File: src/rtl/bufer_ex_mem_pkg.sv
// rtl/bufer_ex_mem_pkg.sv - shared widths, control-bit indices and occupancy encoding for pipeline buffers
package bufer_ex_mem_pkg;

  localparam int DEF_DATA_W = 32;
  localparam int DEF_REG_W  = 5;
  localparam int DEF_CTRL_W = 5;

  localparam int CTRL_REGWRITE = 0;
  localparam int CTRL_MEMTOREG = 1;
  localparam int CTRL_MEMREAD  = 2;
  localparam int CTRL_MEMWRITE = 3;
  localparam int CTRL_BRANCH   = 4;

  // Encoding doubles as the occupancy count seen on the port.
  typedef enum logic [1:0] {
    OCC_EMPTY = 2'd0,
    OCC_ONE   = 2'd1,
    OCC_FULL  = 2'd2
  } occ_state_t;

endpackage

File: src/rtl/bufer_ex_mem_skid.sv
// rtl/bufer_ex_mem_skid.sv - generic 2-entry valid/ready skid buffer with registered in_ready
module skid_reg
  import bufer_ex_mem_pkg::*;
#(
  parameter int WIDTH = 8
) (
  input  logic             clk,
  input  logic             rst,
  input  logic             flush,
  input  logic             in_valid,
  output logic             in_ready,
  input  logic [WIDTH-1:0] in_data,
  output logic             out_valid,
  input  logic             out_ready,
  output logic [WIDTH-1:0] out_data,
  output logic [1:0]       occupancy
);

  occ_state_t state, state_next;
  logic [WIDTH-1:0] main_q;
  logic [WIDTH-1:0] skid_q;
  logic             ready_q;
  logic             accept;
  logic             pop;
  logic             load_main;
  logic             main_from_skid;
  logic             load_skid;

  assign in_ready  = ready_q;
  assign out_valid = (state != OCC_EMPTY);
  assign out_data  = main_q;
  assign occupancy = state;
  assign accept    = in_valid & ready_q;
  assign pop       = out_valid & out_ready;

  always_comb begin
    state_next     = state;
    load_main      = 1'b0;
    main_from_skid = 1'b0;
    load_skid      = 1'b0;
    case (state)
      OCC_EMPTY: begin
        if (accept) begin
          state_next = OCC_ONE;
          load_main  = 1'b1;
        end
      end
      OCC_ONE: begin
        case ({accept, pop})
          2'b11:   load_main = 1'b1;
          2'b10: begin
            state_next = OCC_FULL;
            load_skid  = 1'b1;
          end
          2'b01:   state_next = OCC_EMPTY;
          default: state_next = OCC_ONE;
        endcase
      end
      OCC_FULL: begin
        if (pop) begin
          state_next     = OCC_ONE;
          load_main      = 1'b1;
          main_from_skid = 1'b1;
        end
      end
      default: state_next = OCC_EMPTY;
    endcase
    // Payload may still load on a flush; only the valid state matters.
    if (flush) begin
      state_next = OCC_EMPTY;
    end
  end

  always_ff @(posedge clk or posedge rst) begin
    if (rst) begin
      state   <= OCC_EMPTY;
      main_q  <= '0;
      skid_q  <= '0;
      ready_q <= 1'b1;
    end else begin
      state   <= state_next;
      ready_q <= (state_next != OCC_FULL);
      if (load_main) begin
        main_q <= main_from_skid ? skid_q : in_data;
      end
      if (load_skid) begin
        skid_q <= in_data;
      end
    end
  end

endmodule

File: src/rtl/bufer_ex_mem.sv
// rtl/bufer_ex_mem.sv - EX/MEM pipeline register with skid-buffer backpressure, flush and branch decision
module bufer_ex_mem
  import bufer_ex_mem_pkg::*;
#(
  parameter int DATA_W = DEF_DATA_W,
  parameter int REG_W  = DEF_REG_W,
  parameter int CTRL_W = DEF_CTRL_W
) (
  input  logic              clk,
  input  logic              rst,
  input  logic              flush,
  input  logic              in_valid,
  output logic              in_ready,
  input  logic [DATA_W-1:0] in_alu,
  input  logic [DATA_W-1:0] in_wdata,
  input  logic [DATA_W-1:0] in_target,
  input  logic              in_zero,
  input  logic [REG_W-1:0]  in_rd,
  input  logic [CTRL_W-1:0] in_ctrl,
  output logic              out_valid,
  input  logic              out_ready,
  output logic [DATA_W-1:0] out_alu,
  output logic [DATA_W-1:0] out_wdata,
  output logic [DATA_W-1:0] out_target,
  output logic              out_zero,
  output logic [REG_W-1:0]  out_rd,
  output logic [CTRL_W-1:0] out_ctrl,
  output logic              pc_src,
  output logic [1:0]        occupancy
);

  localparam int PAYLOAD_W = 3 * DATA_W + 1 + REG_W + CTRL_W;

  logic [PAYLOAD_W-1:0] in_payload;
  logic [PAYLOAD_W-1:0] out_payload;
  logic [CTRL_W-1:0]    head_ctrl;

  assign in_payload = {in_alu, in_wdata, in_target, in_zero, in_rd, in_ctrl};

  skid_reg #(
    .WIDTH(PAYLOAD_W)
  ) u_skid (
    .clk       (clk),
    .rst       (rst),
    .flush     (flush),
    .in_valid  (in_valid),
    .in_ready  (in_ready),
    .in_data   (in_payload),
    .out_valid (out_valid),
    .out_ready (out_ready),
    .out_data  (out_payload),
    .occupancy (occupancy)
  );

  assign {out_alu, out_wdata, out_target, out_zero, out_rd, head_ctrl} = out_payload;

  // Bubbles carry no control so MEM/WB never sees a stale write or branch.
  assign out_ctrl = out_valid ? head_ctrl : '0;
  assign pc_src   = out_valid & out_ctrl[CTRL_BRANCH] & out_zero;

endmodule

File: config.mk
export PLATFORM = sky130hd
export DESIGN_NAME = bufer_ex_mem
export DESIGN_NICKNAME = d
export VERILOG_FILES = /design/src/rtl/bufer_ex_mem_pkg.sv /design/src/rtl/bufer_ex_mem_skid.sv /design/src/rtl/bufer_ex_mem.sv
export SDC_FILE = /design/constraint.sdc
export NUM_CORES = 1
export LEC_CHECK = 0
export CAP_MARGIN = 10
export CORE_MARGIN = 1
export CORE_UTILIZATION = 50
export CTS_BUF_LIST = sky130_fd_sc_hd__clkbuf_16
export CTS_CLUSTER_DIAMETER = 40
export DETAILED_ROUTE_END_ITERATION = 10
export PLACE_DENSITY = 0.76
export SLEW_MARGIN = 40
export SYNTH_ARGS = -nofsm -noshare
export SYNTH_HDL_FRONTEND = slang
export SYNTH_SLANG_ARGS = --single-unit
File: constraint.sdc
create_clock -name clk -period 9.2 [get_ports clk]
set_input_delay 1.38 -clock clk [delete_from_list [all_inputs] [get_ports clk]]
set_output_delay 1.38 -clock clk [all_outputs]
set_load 0.02 [all_outputs]
==> run_summary.xml <==
<?xml version="1.0" encoding="UTF-8"?>
<metrics>
  <group name="logic_synthesis">
    <metric name="synth_cell_types" unit="">26</metric>
    <metric name="synth_compound_area_share" unit="%">0.461</metric>
    <metric name="muxShareOfSynthArea" unit="%">35.8</metric>
    <metric name="synthesized_area_per_cell" unit="sq um">14.7</metric>
    <metric name="syn_area" unit="sq um">10300</metric>
    <metric name="yosys.area.top_type_share" unit="%">52.4</metric>
    <metric name="post_synth_xor_area_fraction" unit="%">0</metric>
    <metric name="postSynth.topFlopCell" unit="">sky130_fd_sc_hd__dfrtp_1</metric>
    <metric name="synth-simple-area-share" unit="%">1.05</metric>
    <metric name="yosys.area_share.adder" unit="%">0.121</metric>
    <metric name="postSynthNetCount" unit="">814</metric>
    <metric name="synth_enable_flop_cells" unit="">0</metric>
    <metric name="yosys-top-cells-area" unit="">sky130_fd_sc_hd__dfrtp_1 (52%), sky130_fd_sc_hd__mux2_2 (33%), sky130_fd_sc_hd__buf_4 (7.9%)</metric>
    <metric name="netlist.top_cell.by_area" unit="">sky130_fd_sc_hd__dfrtp_1</metric>
    <metric name="synthMostInstantiatedCell" unit="">sky130_fd_sc_hd__mux2_2</metric>
    <metric name="synth-seq-area-share" unit="%">52.6</metric>
    <metric name="synth-seq-cells" unit="">217</metric>
    <metric name="share_of_flip_flops_with_an_asynchronous_set_or_reset_after_synthesis" unit="%">100</metric>
    <metric name="largest_family_of_logic_cells_by_synthesized_area" unit="">multiplexers</metric>
    <metric name="synthCells" unit="">701</metric>
    <metric name="ys.warnings.count" unit="">0</metric>
    <metric name="leading_post_synthesis_cells_by_instance_count" unit="">sky130_fd_sc_hd__mux2_2 (298), sky130_fd_sc_hd__dfrtp_1 (216), sky130_fd_sc_hd__buf_4 (109)</metric>
  </group>
  <group name="sta">
    <metric name="worst_clock_skew" unit="ns">0.00905</metric>
    <metric name="tightest_slew" unit="ns">0.858</metric>
    <metric name="hold_violations" unit="">0</metric>
    <metric name="drv_slew" unit="">0</metric>
    <metric name="setup_tns" unit="ns">0</metric>
    <metric name="holdWs" unit="ns">0.491</metric>
    <metric name="min_period" unit="ns">3.97</metric>
    <metric name="setup_viol" unit="">0</metric>
    <metric name="slew-limit-headroom" unit="%">42.8</metric>
    <metric name="max_freq" unit="GHz">0.252</metric>
    <metric name="layout_setup_ws" unit="ns">5.23</metric>
    <metric name="rsz0062_at_grt" unit="">false</metric>
    <metric name="post-route-period-util" unit="%">43.2</metric>
  </group>
  <group name="die">
    <metric name="floorplan.core_area" unit="sq um">20200</metric>
    <metric name="initial_utilization" unit="%">51.0</metric>
    <metric name="die_height" unit="microns">146</metric>
    <metric name="dieArea" unit="sq um">21200</metric>
    <metric name="i_o_pins" unit="">224</metric>
    <metric name="std_cell_rows" unit="">52</metric>
    <metric name="die_w" unit="microns">146</metric>
  </group>
  <group name="cts">
    <metric name="holdBufCountCts" unit="">0</metric>
    <metric name="htree_num_levels" unit="">2</metric>
    <metric name="ctsResizeCount" unit="">0</metric>
    <metric name="number_of_clock_sinks" unit="">217</metric>
    <metric name="clock_insertion_delay_worst_skew" unit="ns">0.48</metric>
    <metric name="cts_made_buffers" unit="">34</metric>
    <metric name="cts_tree" unit="">done</metric>
    <metric name="clock_tree.buffer_depth" unit="">3</metric>
    <metric name="number_of_setup_buffers_added_after_cts" unit="">0</metric>
    <metric name="clockRootBuffer" unit="">sky130_fd_sc_hd__clkbuf_16</metric>
    <metric name="clk_transition_reported_paths" unit="ns">0.05</metric>
  </group>
  <group name="drt">
    <metric name="vias_per_cell" unit="">5.17</metric>
    <metric name="routed_wire_length_per_instance" unit="microns">18.7</metric>
    <metric name="detailed_routing_iteration_count_for_the_pre_antenna_repair_pass" unit="">4</metric>
    <metric name="route.detailed.drc" unit="">0</metric>
    <metric name="totalWireLength" unit="microns">21000</metric>
    <metric name="vias_after_detailed_routing" unit="">5831</metric>
    <metric name="drt_iter0_drc" unit="">199</metric>
    <metric name="postRouteAntennaNets" unit="">0</metric>
  </group>
  <group name="placement">
    <metric name="place_worst_setup_slack" unit="ns">4.69</metric>
    <metric name="portBuffers" unit="">223</metric>
    <metric name="hpwlAfterDp" unit="microns">13500</metric>
    <metric name="gp_congestion" unit="">0.759</metric>
  </group>
  <group name="power">
    <metric name="leakage" unit="nW">5.52</metric>
    <metric name="vdd.ir_drop.worst" unit="uV">161</metric>
    <metric name="cellPowerDensity" unit="nW/um^2">251</metric>
    <metric name="finalPower" unit="mW">3.28</metric>
    <metric name="power.sequential.fraction" unit="%">40.3</metric>
    <metric name="clock_power_share" unit="%">37.7</metric>
    <metric name="cell_internal_pwr" unit="mW">2.42</metric>
    <metric name="share_comb_of_total_power" unit="%">22.0</metric>
    <metric name="power.share.switching" unit="%">26.2</metric>
    <metric name="switchingPower" unit="mW">0.859</metric>
  </group>
  <group name="global_routing">
    <metric name="grt_start_max_net_pins" unit="">142</metric>
    <metric name="via_count_of_the_first_global_routing_pass" unit="">6375</metric>
    <metric name="grt_antenna_before_repair" unit="">0</metric>
    <metric name="grt.overflow.total" unit="">0</metric>
    <metric name="global_route_usage_over_all_layers" unit="%">20.4</metric>
    <metric name="grt_first_pass_wirelength" unit="microns">34600</metric>
  </group>
  <group name="critical_path">
    <metric name="crit_path_cell_trace" unit="">clkdlybuf4s50_1, nand2_1, inv_1, ha_1, nand3b_1, buf_4, buf_4, mux2_2</metric>
    <metric name="worst-endpoint-arrival" unit="ns">4.34</metric>
    <metric name="crit_path_max_fanout" unit="">55</metric>
    <metric name="crit_path_max_incr_delay" unit="ns">0.69</metric>
    <metric name="timing.critical_path.required" unit="ns">9.57</metric>
    <metric name="crit_path_top_delay_cell" unit="">sky130_fd_sc_hd__buf_4</metric>
    <metric name="critPathCaptureType" unit="">flip-flop</metric>
    <metric name="cell_repeated_most_along_the_worst_path" unit="">sky130_fd_sc_hd__buf_4</metric>
    <metric name="startpoint_type" unit="">input pin</metric>
    <metric name="critical_path.top_delay_family" unit="">buffers and inverters</metric>
    <metric name="crit_type" unit="">in2reg</metric>
    <metric name="critical_path.n_buffers_inverters" unit="">4</metric>
  </group>
  <group name="cells_and_area">
    <metric name="drive_gt1_share" unit="%">44.5</metric>
    <metric name="areaGrowthSynthToFinish" unit="%">26.8</metric>
    <metric name="design.final.nets" unit="">945</metric>
    <metric name="antenna_cells_inserted" unit="">0</metric>
  </group>
  <group name="flow_run">
    <metric name="cap_violations" unit="">0</metric>
  </group>
  <group name="worst_hold_path">
    <metric name="hold_path.class" unit="">reg2reg</metric>
  </group>
  <group name="outcome">
    <metric name="status" unit="">completed</metric>
  </group>
</metrics>
[sequential cells by signal (all words and copies together) (netlist names)]
| name | count |
|---|---|
| u_skid.skid_q | 107 |
| u_skid.occupancy | 2 |
| u_skid.in_ready | 1 |
| u_skid.out_data | 107 |
[metal layers]
metal | track usage [%] | part of all wire, % | vias to the layer above
met1 | 26.9 | 44 | 2957
li1 | - | - | 2635
met3 | 6.36 | 7.5 | 40
met4 | 6.58 | 2.2 | 0
met5 | 0 | 0 | -
met2 | 32.1 | 46 | 199
[path summary, 6_finish.rpt]
| check | startpoint | endpoint | slack (ns) | depth (start not counted) |
|---|---|---|---|---|
| setup / recovery | in_valid | u_skid.skid_q[6] | 5.23 | 8 |
| hold / removal | u_skid.out_data[5] | u_skid.out_data[5] | 0.49 | 1 |
| setup reg to reg | u_skid.occupancy[1] | u_skid.skid_q[6] | 5.81 | 7 |
| hold reg to reg | u_skid.out_data[5] | u_skid.out_data[5] | 0.49 | 1 |
| max in group asynchronous | rst | u_skid.out_data[66] | 6.45 | 3 |
| min in group asynchronous | rst | u_skid.skid_q[62] | 1.46 | 2 |
[power by group through the flow]
stage	combinational (mW)	clock (mW)	sequential, mW
global route	0.769	1.31	1.35
finish	0.722	1.24	1.32
global placement	0.699	0	1.32
CTS	0.729	1.27	1.32
floorplan	0.567	0	1.29
detailed placement	0.725	0	1.33
[layout by cell type, fill, tap and decap left out, drive strengths merged, types with 5 or more instances in the layout]
master / Yosys / final
dfrtp: 216 / 216
clkdlybuf4s50: 0 / 223
clkbuf: 2 / 35
mux2: 321 / 321
buf: 135 / 9
clkinvlp: 0 / 6
inv: 2 / 6
clkinv: 0 / 12
and2: 5 / 5
[metrics by stage]
| step | util, % | cells | cell area, sq um |
|---|---|---|---|
| 2_1_floorplan | - | 701 | 10300 |
| 3_3_place_gp | 59.0 | 1064 | 11900 |
| 3_5_place_dp | 59.1 | 1065 | 12000 |
| 4_1_cts | 64.6 | 1126 | 13100 |
| 5_1_grt | 64.7 | 1127 | 13100 |
| 6_report | 64.7 | 1127 | 13100 |
[area by class of cell]
| class | count | area (sq um) |
|---|---|---|
| well taps | 270 | 338 |
| multi-input cells | 345 | 3870 |
| inverters | 2 | 20.0 |
| repair buffers | 232 | 2320 |
| clock buffers | 35 | 876 |
| fillers | 1423 | 7150 |
| clock inverters | 26 | 238 |
| flip-flops and latches | 217 | 5430 |
[kinds of logic after synthesis]
family,after synthesis
fa+ha+maj,1
compound gates,5
simple gates,18
mux,321
buf+inv,139
flops,217
[worst reg2reg max path: stages, from the launching register on]
cell and delay (ns):
sky130_fd_sc_hd__dfrtp_1 0.46, sky130_fd_sc_hd__or2_1 0.42, sky130_fd_sc_hd__nand2_1 0.12, sky130_fd_sc_hd__ha_1 0.19, sky130_fd_sc_hd__nand3b_1 0.42, sky130_fd_sc_hd__buf_4 0.52, sky130_fd_sc_hd__buf_4 0.70, sky130_fd_sc_hd__mux2_2 0.44
Power figures use the tool's default switching activity.
